--- src/rtl/instruction_fetch_if.sv ---
// Instruction-memory fetch handshake between the IF stage and imem.
// The IF stage is the master; the memory model or bus port is the slave.
interface instruction_fetch_if;
  logic        imem_req;
  logic [31:0] imem_addr;
  logic [31:0] imem_rdata;
  logic        imem_ready;

  modport master (
    output imem_req,
    output imem_addr,
    input  imem_rdata,
    input  imem_ready
  );

  modport slave (
    input  imem_req,
    input  imem_addr,
    output imem_rdata,
    output imem_ready
  );
endinterface

--- src/rtl/instruction_fetch.sv ---
// RV32I IF stage: PC register, imem request FSM, one-entry hold buffer
// and the IF/ID pipeline register.
module instruction_fetch #(
  parameter logic [31:0] RESET_PC  = 32'h0000_0000,
  parameter logic [31:0] NOP_INSTR = 32'h0000_0013
) (
  input  logic                 clock,
  input  logic                 reset,
  input  logic                 pc_load,
  input  logic                 if_id_load,
  input  logic                 branch_taken,
  input  logic [31:0]          branch_target,
  instruction_fetch_if.master  imem,
  output logic [31:0]          instruction,
  output logic [31:0]          pc_out,
  output logic                 valid_out
);

  typedef enum logic [1:0] {
    START,
    FETCH,
    HOLD,
    DRAIN
  } state_t;

  typedef struct packed {
    logic [31:0] pc;
    logic [31:0] instr;
    logic        valid;
  } if_id_t;

  state_t      state;
  logic [31:0] pc;
  logic [31:0] drain_addr;
  if_id_t      if_id;
  if_id_t      hold_q;

  logic        go;
  logic        ready;
  logic [31:0] pc_inc;
  logic [31:0] target;

  assign go     = pc_load & if_id_load;
  assign ready  = imem.imem_ready;
  assign pc_inc = pc + 32'd4;
  assign target = {branch_target[31:2], 2'b00};

  always_ff @(posedge clock or negedge reset) begin
    if (!reset) begin
      state      <= START;
      pc         <= RESET_PC;
      drain_addr <= RESET_PC;
      if_id      <= '{pc: 32'h0, instr: NOP_INSTR, valid: 1'b0};
      hold_q     <= '0;
    end else if (branch_taken) begin
      if_id.instr <= NOP_INSTR;
      if_id.valid <= 1'b0;
      hold_q      <= '0;
      pc          <= target;
      // An unanswered request must still be drained at its old address
      unique case (state)
        FETCH: begin
          if (!ready) begin
            state      <= DRAIN;
            drain_addr <= pc;
          end
        end
        DRAIN: begin
          if (ready) state <= FETCH;
        end
        START,
        HOLD: state <= FETCH;
      endcase
    end else begin
      unique case (state)
        START: state <= FETCH;
        FETCH: begin
          unique case (1'b1)
            ready & go: begin
              if_id <= '{pc: pc, instr: imem.imem_rdata, valid: 1'b1};
              pc    <= pc_inc;
            end
            ready & ~go: begin
              hold_q <= '{pc: pc, instr: imem.imem_rdata, valid: 1'b1};
              state  <= HOLD;
            end
            ~ready & if_id_load: begin
              if_id.instr <= NOP_INSTR;
              if_id.valid <= 1'b0;
            end
            default: ;
          endcase
        end
        HOLD: begin
          if (go) begin
            if_id        <= hold_q;
            hold_q.valid <= 1'b0;
            pc           <= pc_inc;
            state        <= FETCH;
          end
        end
        DRAIN: begin
          if (ready) state <= FETCH;
        end
      endcase
    end
  end

  assign imem.imem_req  = (state == FETCH) || (state == DRAIN);
  assign imem.imem_addr = (state == DRAIN) ? drain_addr : pc;

  assign instruction = if_id.instr;
  assign pc_out      = if_id.pc;
  assign valid_out   = if_id.valid;

endmodule
--- src/flat_wrapper.sv ---
// flat-port wrapper written by rule: the top's interface ports become plain ports
module instruction_fetch_flat 
#(
  parameter logic [31:0] RESET_PC  = 32'h0000_0000,
  parameter logic [31:0] NOP_INSTR = 32'h0000_0013
)
  (clock, reset, pc_load, if_id_load, branch_taken, branch_target, instruction, pc_out, valid_out, imem_imem_req, imem_imem_addr, imem_imem_rdata, imem_imem_ready);
  instruction_fetch_if imem_i ();
  input  logic clock;
  input  logic reset;
  input  logic pc_load;
  input  logic if_id_load;
  input  logic branch_taken;
  input  logic [31:0] branch_target;
  output logic [31:0] instruction;
  output logic [31:0] pc_out;
  output logic valid_out;
  output wire logic [$bits(imem_i.imem_req)-1:0] imem_imem_req;
  output wire logic [$bits(imem_i.imem_addr)-1:0] imem_imem_addr;
  input wire logic [$bits(imem_i.imem_rdata)-1:0] imem_imem_rdata;
  input wire logic [$bits(imem_i.imem_ready)-1:0] imem_imem_ready;
  assign imem_imem_req = imem_i.imem_req;
  assign imem_imem_addr = imem_i.imem_addr;
  assign imem_i.imem_rdata = imem_imem_rdata;
  assign imem_i.imem_ready = imem_imem_ready;
  instruction_fetch #(.RESET_PC(RESET_PC), .NOP_INSTR(NOP_INSTR)) u_core (.clock(clock), .reset(reset), .pc_load(pc_load), .if_id_load(if_id_load), .branch_taken(branch_taken), .branch_target(branch_target), .imem(imem_i), .instruction(instruction), .pc_out(pc_out), .valid_out(valid_out));
endmodule
--- config.mk ---
export PLATFORM = sky130hd
export DESIGN_NAME = instruction_fetch_flat
export DESIGN_NICKNAME = d
export VERILOG_FILES = /design/src/rtl/instruction_fetch_if.sv /design/src/rtl/instruction_fetch.sv /design/src/flat_wrapper.sv
export SDC_FILE = /design/constraint.sdc
export NUM_CORES = 1
export LEC_CHECK = 0
export CELL_PAD_IN_SITES_DETAIL_PLACEMENT = 0
export CELL_PAD_IN_SITES_GLOBAL_PLACEMENT = 1
export CORE_ASPECT_RATIO = 0.9
export CORE_UTILIZATION = 25
export CTS_CLUSTER_DIAMETER = 60
export CTS_CLUSTER_SIZE = 10
export DETAILED_ROUTE_END_ITERATION = 12
export DONT_BUFFER_PORTS = 1
export GPL_TIMING_DRIVEN = 0
export PLACE_DENSITY_LB_ADDON = 0.1
export SLEW_MARGIN = 25
export SYNTH_ARGS = -nofsm -noshare
export SYNTH_HDL_FRONTEND = slang
export SYNTH_SLANG_ARGS = --single-unit
--- constraint.sdc ---
create_clock -name clock -period 1.7 [get_ports clock]
set_input_delay 0.17 -clock clock [delete_from_list [all_inputs] [get_ports clock]]
set_output_delay 0.17 -clock clock [all_outputs]
set_load 0.1 [all_outputs]
# [Word level (Yosys, flattened, before mapping)]
# Index checks and enable logic that the tools add are counted.
[word_totals] reg_bits=196 in_bits=70 out_inout_bits=98 elab_cells=63
[op_classes] addsub=1 eq_ne=10 muxes=22 n_bitwise=7 reduce_logical=14
[op_table] cell="2-to-1 mux 65 bit" count=3
[op_table] cell="2-to-1 mux 32 bit" count=5
[op_table] cell="one-hot mux 65 bit (2 select lines)" count=1
[op_table] cell="one-hot mux 33 bit (2 select lines)" count=1
[op_table] cell="2-to-1 mux 64 bit" count=1
[op_table] cell="one-hot mux 32 bit (2 select lines)" count=1
[op_table] cell="2-to-1 mux 33 bit" count=1
[op_table] cell="adder 32 x 3 -> 32 bit, second input constant" count=1
[op_table] cell="AND reduction 3 bit" count=5
[op_table] cell="2-to-1 mux 2 bit" count=5
[op_table] cell="inequality test 3 x 2 -> 1 bit, second input constant" count=3
[op_table] cell="one-hot mux 2 bit (4 select lines)" count=1
[op_table] cell="one-hot mux 2 bit (3 select lines)" count=1
[op_table] cell="nonzero test 2 bit" count=3
[op_table] cell="bitwise AND 1 bit" count=4
[op_table] cell="== test 2 bit, second input constant" count=2
[op_table] cell="inequality test 2 x 1 -> 1 bit, second input constant" count=2
[op_table] cell="inequality test 4 x 2 -> 1 bit, second input constant" count=1
[op_table] cell="AND reduction 4 bit" count=1
[op_table] cell="inequality test 3 bit, second input constant" count=1
[op_table] cell="NOT 1 bit" count=3
[op_table] cell="nonzero test 3 bit" count=1
[op_table] cell="== test 2 x 1 -> 1 bit, second input constant" count=1
[op_table] cell="zero test 2 bit" count=1
[op_table] cell="5 further kinds" count=5

# [Depth between registers and ports, before layout]
# Gate-level depths: netlist of run 1.
[logic_depth] ltp_word=6 mapped_depth=8 mapped_depth_nobuf=6

# [Worst setup path after synthesis of run 1]
# No wires, ideal clock.
[synth_path] path_type="register to output" from="reg u_core.state[0]" to="out imem_imem_addr[10]" arrival_ns=1.510 t_required_ns=1.530 setup_slack_ns=0.020 stages_incl_launch_ff=5 n_path_buf=2 path_cell_list="dfrtp_1 buf_2 nand2_1 clkbuf_1 mux2_2"
[synth_between] elab_chain_cells=2
[synth_rtl] item="from (decl)" line_no="instruction_fetch.sv:32" rtl="state_t state;"
[synth_rtl] item="from (signal assigned)" line_no="instruction_fetch.sv:50" rtl="state <= START;"
[synth_rtl] item="from (signal assigned)" line_no="instruction_fetch.sv:64" rtl="state <= DRAIN;"
[synth_rtl] item="from (signal assigned)" line_no="instruction_fetch.sv:69" rtl="if (ready) state <= FETCH;"
[synth_rtl] item="== test 2 bit" line_no="instruction_fetch.sv:110" rtl="assign imem.imem_addr = (state == DRAIN) ? drain_addr : pc;"
[synth_rtl] item="2-to-1 mux 32 bit" line_no="instruction_fetch.sv:110"
[synth_rtl] item="to (decl)" line_no="flat_wrapper.sv:19" rtl="output wire logic [$bits(imem_i.imem_addr)-1:0] imem_imem_addr;"
# Every way passes these cells.

# [Worst setup path in the final report of run 1]
# Same ends and word-level chain as after synthesis.

==> results of run 1 <==
==> repair_timing <==
action	4_1_cts	5_1_grt
gates cloned	12	6
setup endpoints to repair	219	214
endpoints found under the hold margin	285	190
pin swaps	40	100
gates resized for setup	306	265
buffers inserted	61	18
==> kinds of logic after synthesis <==
logic type	Yosys count	synth area share, %
and+or+nand+nor	361	17.2
muxes	94	11.4
xor gates and xnor gates	25	2.44
other	1	0.0418
DFF	190	53.1
adders and majority gates	1	0.140
AOI/OAI and AO/OA	172	11.1
buffers and inverters	85	4.62
==> cells in the final DEF (no fill, tap or decap), types with 39 or more instances in the layout <==
| cell type | Yosys | layout |
|---|---|---|
| buf_6 | 0 | 40 |
| buf_4 | 14 | 50 |
| dfrtp_1 | 187 | 172 |
| a21oi_2 | 1 | 55 |
| dlygate4sd3_1 | 0 | 64 |
| nand2_2 | 0 | 40 |
| nand2_4 | 0 | 42 |
| o21ai_1 | 5 | 39 |
| nand2_1 | 264 | 180 |
==> state kept, by name (all words and copies together), names as in the netlist <==
signal              flops
u_core.valid_out        1
u_core.pc              30
u_core.pc_out          31
u_core.state            2
u_core.hold_q          64
u_core.drain_addr      30
u_core.instruction     32
==> power by group through the flow <==
stage          Sequential (mW)  Combinational [mW]  Clock, mW
2_1_floorplan             7.89                3.00          0
5_1_grt                   8.21                5.13       4.76
4_1_cts                   8.07                4.42       4.63
6_report                  8.11                4.87       4.48
3_5_place_dp              8.14                3.45          0
3_3_place_gp              8.12                3.43          0
==> area by class of cell <==
class	instances	area share (%)
inverters	9	0.245
flip-flops and latches	190	34.6
clock inverters	13	1.36
diodes	2	0.0363
repair buffers	158	13.9
clock buffers	19	3.21
multi-input cells	655	37.1
well taps	469	4.25
plain buffers	71	5.28
==> final timing paths <==
kind	startpoint	to	slack [ns]
max reg2reg	u_core.state[1]	u_core.pc[13]	-0.21
max	u_core.state[0]	imem_imem_addr[10]	-0.22
max in group asynchronous	reset	u_core.pc[27]	1.97
min in group clock	imem_imem_ready	u_core.state[1]	0.02
min	reset	u_core.hold_q[17]	-0.59
min reg2reg	u_core.drain_addr[10]	u_core.drain_addr[10]	0.51
==> layer usage <==
layer | vias to the layer above | global-route usage (%) | share of wire (%)
met5 | - | 0 | 0.030
met4 | 2 | 4.48 | 1.2
met3 | 13 | 4.54 | 4.0
met2 | 123 | 29.5 | 48
met1 | 3806 | 24.4 | 47
li1 | 3504 | - | -
==> worst max-delay path, delay by kind of cell, from the launching register on <==
kind,cells,cell delay (ns)
buf+inv,2,0.34
flops,1,0.38
mux,1,0.44
simple gates,1,0.14
==> stage by stage <==
step / worst slack [ns] / area [sq um] / std cells / util [%]
detailed placement: -0.618 / 9560 / 1399 / 27.1
CTS: -0.261 / 12700 / 1568 / 36.0
finish: -0.225 / 13800 / 1586 / 39.2
floorplan: 0.0203 / 8970 / 930 / -
global placement: -0.757 / 9550 / 1399 / 27.1
global route: -0.274 / 13800 / 1584 / 39.2
==> results.json, run 1 <==
{
  "num_rows": 65,
  "postSynth.asyncResetShare_pct": 100,
  "criticalPathCategory": "reg2out",
  "antenna_found_initial": 3,
  "hpwl_um": 20800,
  "wire_per_inst_um": 21.3,
  "yosys_warnings": 0,
  "synth_edf_count": 0,
  "cts_buffers": 17,
  "powerDensity_mw_per_mm2": 1270,
  "finalHoldViolations": 190,
  "htree_levels": 4,
  "syn-cell-area_sq_mm": 0.00896,
  "combPwrFrac_pct": 27.9,
  "num_io_pins": 168,
  "fin_crit_sh_pct": 113,
  "die_area_sq_mm": 0.0366,
  "status": "finished, violations left",
  "core_area_sq_mm": 0.0352,
  "drt_iter0_drc": 266,
  "grt_pass1_wl_um": 49900,
  "p_int_mw": 9.55,
  "whs_ns": -0.592,
  "die_w_um": 202,
  "p_sw_mw": 7.91,
  "fin_crit_ns": 1.92,
  "fp.dieH_um": 182,
  "yosys-top-cells-area": "dfrtp_1 52%, nand2_1 11%, mux2_2 7.8%",
  "cts_hold_buf": 64,
  "crit_chain": "buf_6 -> nand2_8 -> clkbuf_8 -> mux2_4",
  "ys_seq_elements": 190,
  "regArea_sq_mm": 0.00478,
  "tns_ns": -27.48,
  "seqPwrFrac_pct": 46.4,
  "num-nets-final": 1173,
  "violations": "hold timing, setup timing",
  "sw_frac_of_total_pct": 45.3,
  "cp_slowest_stage_delay_ns": 0.44,
  "cts-root-buf": "clkbuf_16",
  "setup_viol": 210,
  "cp-start-kind": "flop",
  "slew-limit-headroom_pct": 34.4,
  "end_kind": "primary output",
  "cts_sinks": 190,
  "ctsLongestPathBuffers": 2,
  "ir_worst_vdd_uv": 772,
  "rsz0062_at_grt": "yes",
  "tritoncts": "built",
  "max_cap_violations": 0,
  "multiInputGateArea_sq_mm": 0.00512,
  "drv_slew": 0,
  "syn-instance-count": 929,
  "min_path_type": "in2async",
  "grt.total_usage_pct": 18.3,
  "path_max_fanout": 7,
  "viasPerCell": 4.70,
  "yosys.area.top_type_share_pct": 52.2,
  "clk_latency_ns": 0.45,
  "layout_setup_ws_ns": -0.225,
  "synth-seq-area-share_pct": 53.1,
  "p_clk_share_pct": 25.7,
  "drt_pre_antenna_iters": 4,
  "power_leakage_nw": 5.93,
  "cp.required_ns": 1.53,
  "antenna_left": 0,
  "globalplace.congestion": 0.730,
  "ys.flop_type": "dfrtp_1",
  "io_buffers": 0,
  "reg2regPathDepth": 7,
  "start_util_pct": 25.5,
  "yosysTopAreaCell": "dfrtp_1",
  "clk_pin_slew_ns": 0.08,
  "drive_gt1_share_pct": 43.9,
  "drt-total-wl_um": 33700,
  "synthToLayoutAreaGrowth_pct": 54.0,
  "synth.distinct_cells": 52,
  "drc_errors": 0,
  "avgSynthCellArea_sq_um": 9.65,
  "arrival_ns": 1.75,
  "grt_pass1_vias": 7636,
  "fmax_mhz": 520,
  "grt_overflow": 0,
  "worst_slew_pin_slew_ns": 0.984,
  "total_power_mw": 17.5,
  "fillers": 3531,
  "synth_common_cells": "264 x nand2_1, 187 x dfrtp_1, 64 x a21oi_1",
  "vias": 7448,
  "clock_skew_ns": 0.0125,
  "grt_max_degree": 191,
  "yosysMostFrequentCell": "nand2_1",
  "cp_slowest_cell": "mux2_4"
}
No activity file was read; power rests on OpenSTA's default activity.
==> inputs of run 2 (changes only) <==
CORE_UTILIZATION = 40   (was 25)
CTS_CLUSTER_SIZE = 12   (was 10)
==> run 2 against run 1 <==
  * The flow still finishes with violations (hold timing, setup timing)
  * Combinational power fell by 8.4%
  * Global-route usage rose by 6.2 points
  * Utilization rose by 19 points
  * Worst hold slack improved by 0.016 ns
  * Total power fell by 5.4%
  * Sequential cell count did not move
  * Clock power fell by 10%
  * Non-clock buffer count fell by 12
  * Sequential share of layout area rose by 3.2 points
  * Final area fell by 8.4%
  * Clock skew barely moved
  * First-iteration DRC count rose by 100%
  * Critical endpoint is now imem_imem_addr[28]
  * Largest cell class is now flip-flops and latches
  * Highest routed layer is now met4
==> results.json, run 2 (synthesized netlist as in run 1, its figures left out) <==
{
  "status": "finished, violations left",
  "violations": "hold timing, setup timing",
  "cp.required_ns": 1.53,
  "clock_skew_ns": 0.0123,
  "max_cap_violations": 0,
  "fp.dieH_um": 144,
  "cp_slowest_stage_delay_ns": 0.48,
  "arrival_ns": 1.70,
  "fin_crit_sh_pct": 110,
  "drt_iter0_drc": 533,
  "cp-start-kind": "flop",
  "end_kind": "primary output",
  "fmax_mhz": 535,
  "largest_register": "u_core.hold_q",
  "drc_errors": 0,
  "globalplace.congestion": 0.763,
  "tritoncts": "built",
  "seqPwrFrac_pct": 48.6,
  "grt_pass1_vias": 7025,
  "die_w_um": 160,
  "total_power_mw": 16.5,
  "p_clk_share_pct": 24.4,
  "combPwrFrac_pct": 27.0,
  "cts_buffers": 17,
  "sw_frac_of_total_pct": 45.4,
  "grt_overflow": 0,
  "fillers": 1962,
  "instances_no_fill": 1393,
  "largest_reg_flops": 64,
  "antenna_found_initial": 1,
  "grt.total_usage_pct": 24.5,
  "slew-limit-headroom_pct": 34.1,
  "ir_worst_vdd_uv": 840,
  "layout_commonest_cell": "nand2_1",
  "grt_max_degree": 191,
  "fin_util_pct": 57.9,
  "drt_pre_antenna_iters": 5,
  "start_util_pct": 41.1,
  "criticalPathCategory": "reg2out",
  "clk_pin_slew_ns": 0.07,
  "fin_crit_ns": 1.87,
  "vias": 7410,
  "layout_setup_ws_ns": -0.168,
  "crit_chain": "nand2_8 -> clkbuf_16 -> mux2_4",
  "dpl-instance-area_sq_mm": 0.00933,
  "cts_sinks": 190,
  "num-nets-final": 1162,
  "grt_pass1_wl_um": 42700,
  "num_io_pins": 168,
  "min_path_type": "in2async",
  "hpwl_um": 17100,
  "drive_gt1_share_pct": 33.3,
  "power_leakage_nw": 5.48,
  "cts-root-buf": "clkbuf_16",
  "cp_slowest_cell": "dfrtp_2",
  "dpl.cell_count": 1221,
  "worst_slew_pin_slew_ns": 0.988,
  "io_buffers": 0,
  "drv_slew": 0,
  "clk_latency_ns": 0.44,
  "wire_per_inst_um": 20.4,
  "antenna_left": 0,
  "num_rows": 51,
  "drt-total-wl_um": 28400,
  "setup_viol": 131,
  "whs_ns": -0.575,
  "core_area_sq_mm": 0.0218,
  "ctsLongestPathBuffers": 2,
  "p_sw_mw": 7.50,
  "viasPerCell": 5.32,
  "final_area_sq_mm": 0.0126,
  "p_int_mw": 9.03,
  "htree_levels": 4,
  "powerDensity_mw_per_mm2": 1310,
  "finalHoldViolations": 190,
  "synthToLayoutAreaGrowth_pct": 41.0,
  "path_max_fanout": 7,
  "rsz0062_at_grt": "yes",
  "die_area_sq_mm": 0.0230,
  "layout_common_cells": "241 x nand2_1, 171 x dfrtp_1, 62 x dlygate4sd3_1"
}
[run 2: cell count changes in the layout (fill, tap and decap cells not counted), moves of 12 or more]
cell,previous run,this run
a21oi_1,9,26
nand2_1,180,241
nand2_2,40,2
a21oi_2,55,38
o21ai_2,12,0
nand2_4,42,19
[run 2: repair_timing]
item	4_1_cts	5_1_grt
endpoints found under the hold margin	283	191
cloned	8	7
resized for setup	205	195
buffers inserted	39	26
hold buffers	61	1
endpoints found under the setup margin	212	211
pin swaps	22	68
[run 2: layer usage]
| metal | up-vias | GRT usage [%] | wire length (um) | part of all wire [%] |
|---|---|---|---|---|
| li1 | 3473 | - | - | - |
| met5 | - | 0 | 0 | 0 |
| met2 | 189 | 36.9 | 12600 | 44 |
| met4 | 0 | 5.11 | 281 | 0.99 |
| met3 | 19 | 6.40 | 1710 | 6.0 |
| met1 | 3729 | 35.4 | 13800 | 49 |
[run 2: power groups by stage]
stage	registers (mW)	clock network, mW	logic, mW
floorplan	7.89	0	3.00
global placement	8.07	0	3.36
detailed placement	8.10	0	3.39
CTS	8.03	4.11	4.11
global route	8.14	4.27	4.69
finish	8.03	4.03	4.46
[run 2: metrics by stage]
stage	setup WS (ns)	hold slack, ns	setup TNS, ns
2_1_floorplan	0.0203	-0.126	0
3_3_place_gp	-0.547	-0.120	-71.04
3_5_place_dp	-0.592	-0.119	-77.92
4_1_cts	-0.195	-0.590	-7.19
5_1_grt	-0.242	-0.602	-24.65
6_report	-0.168	-0.575	-9.31
[run 2: final cells by class]
type	count	area, sq um	share of cell area, %
multi-input cells	656	4590	36.3
inverters	9	33.8	0.267
plain buffers	76	795	6.29
clock inverters	9	113	0.891
clock buffers	20	457	3.61
diodes	1	2.50	0.0198
flip-flops and latches	190	4780	37.8
repair buffers	141	1500	11.9
well taps	291	364	2.88
[run 2: critical path, delay by kind of cell (launching register included)]
kind / cells / cell delay (ns)
flops: 1 / 0.48
mux: 1 / 0.44
buf+inv: 1 / 0.18
simple gates: 1 / 0.16
[run 2: final timing paths]
check,start,end,slack [ns],depth (start not counted)
worst max-delay path,u_core.state[1],imem_imem_addr[28],-0.17,3
worst min-delay path,reset,u_core.instruction[18],-0.58,0
worst max register to register,u_core.state[0],u_core.pc_out[29],-0.11,8
worst min register to register,u_core.drain_addr[20],u_core.drain_addr[20],0.51,1
max in group asynchronous,reset,u_core.pc[11],1.90,0
min in group clock,branch_taken,u_core.pc[27],0.01,3
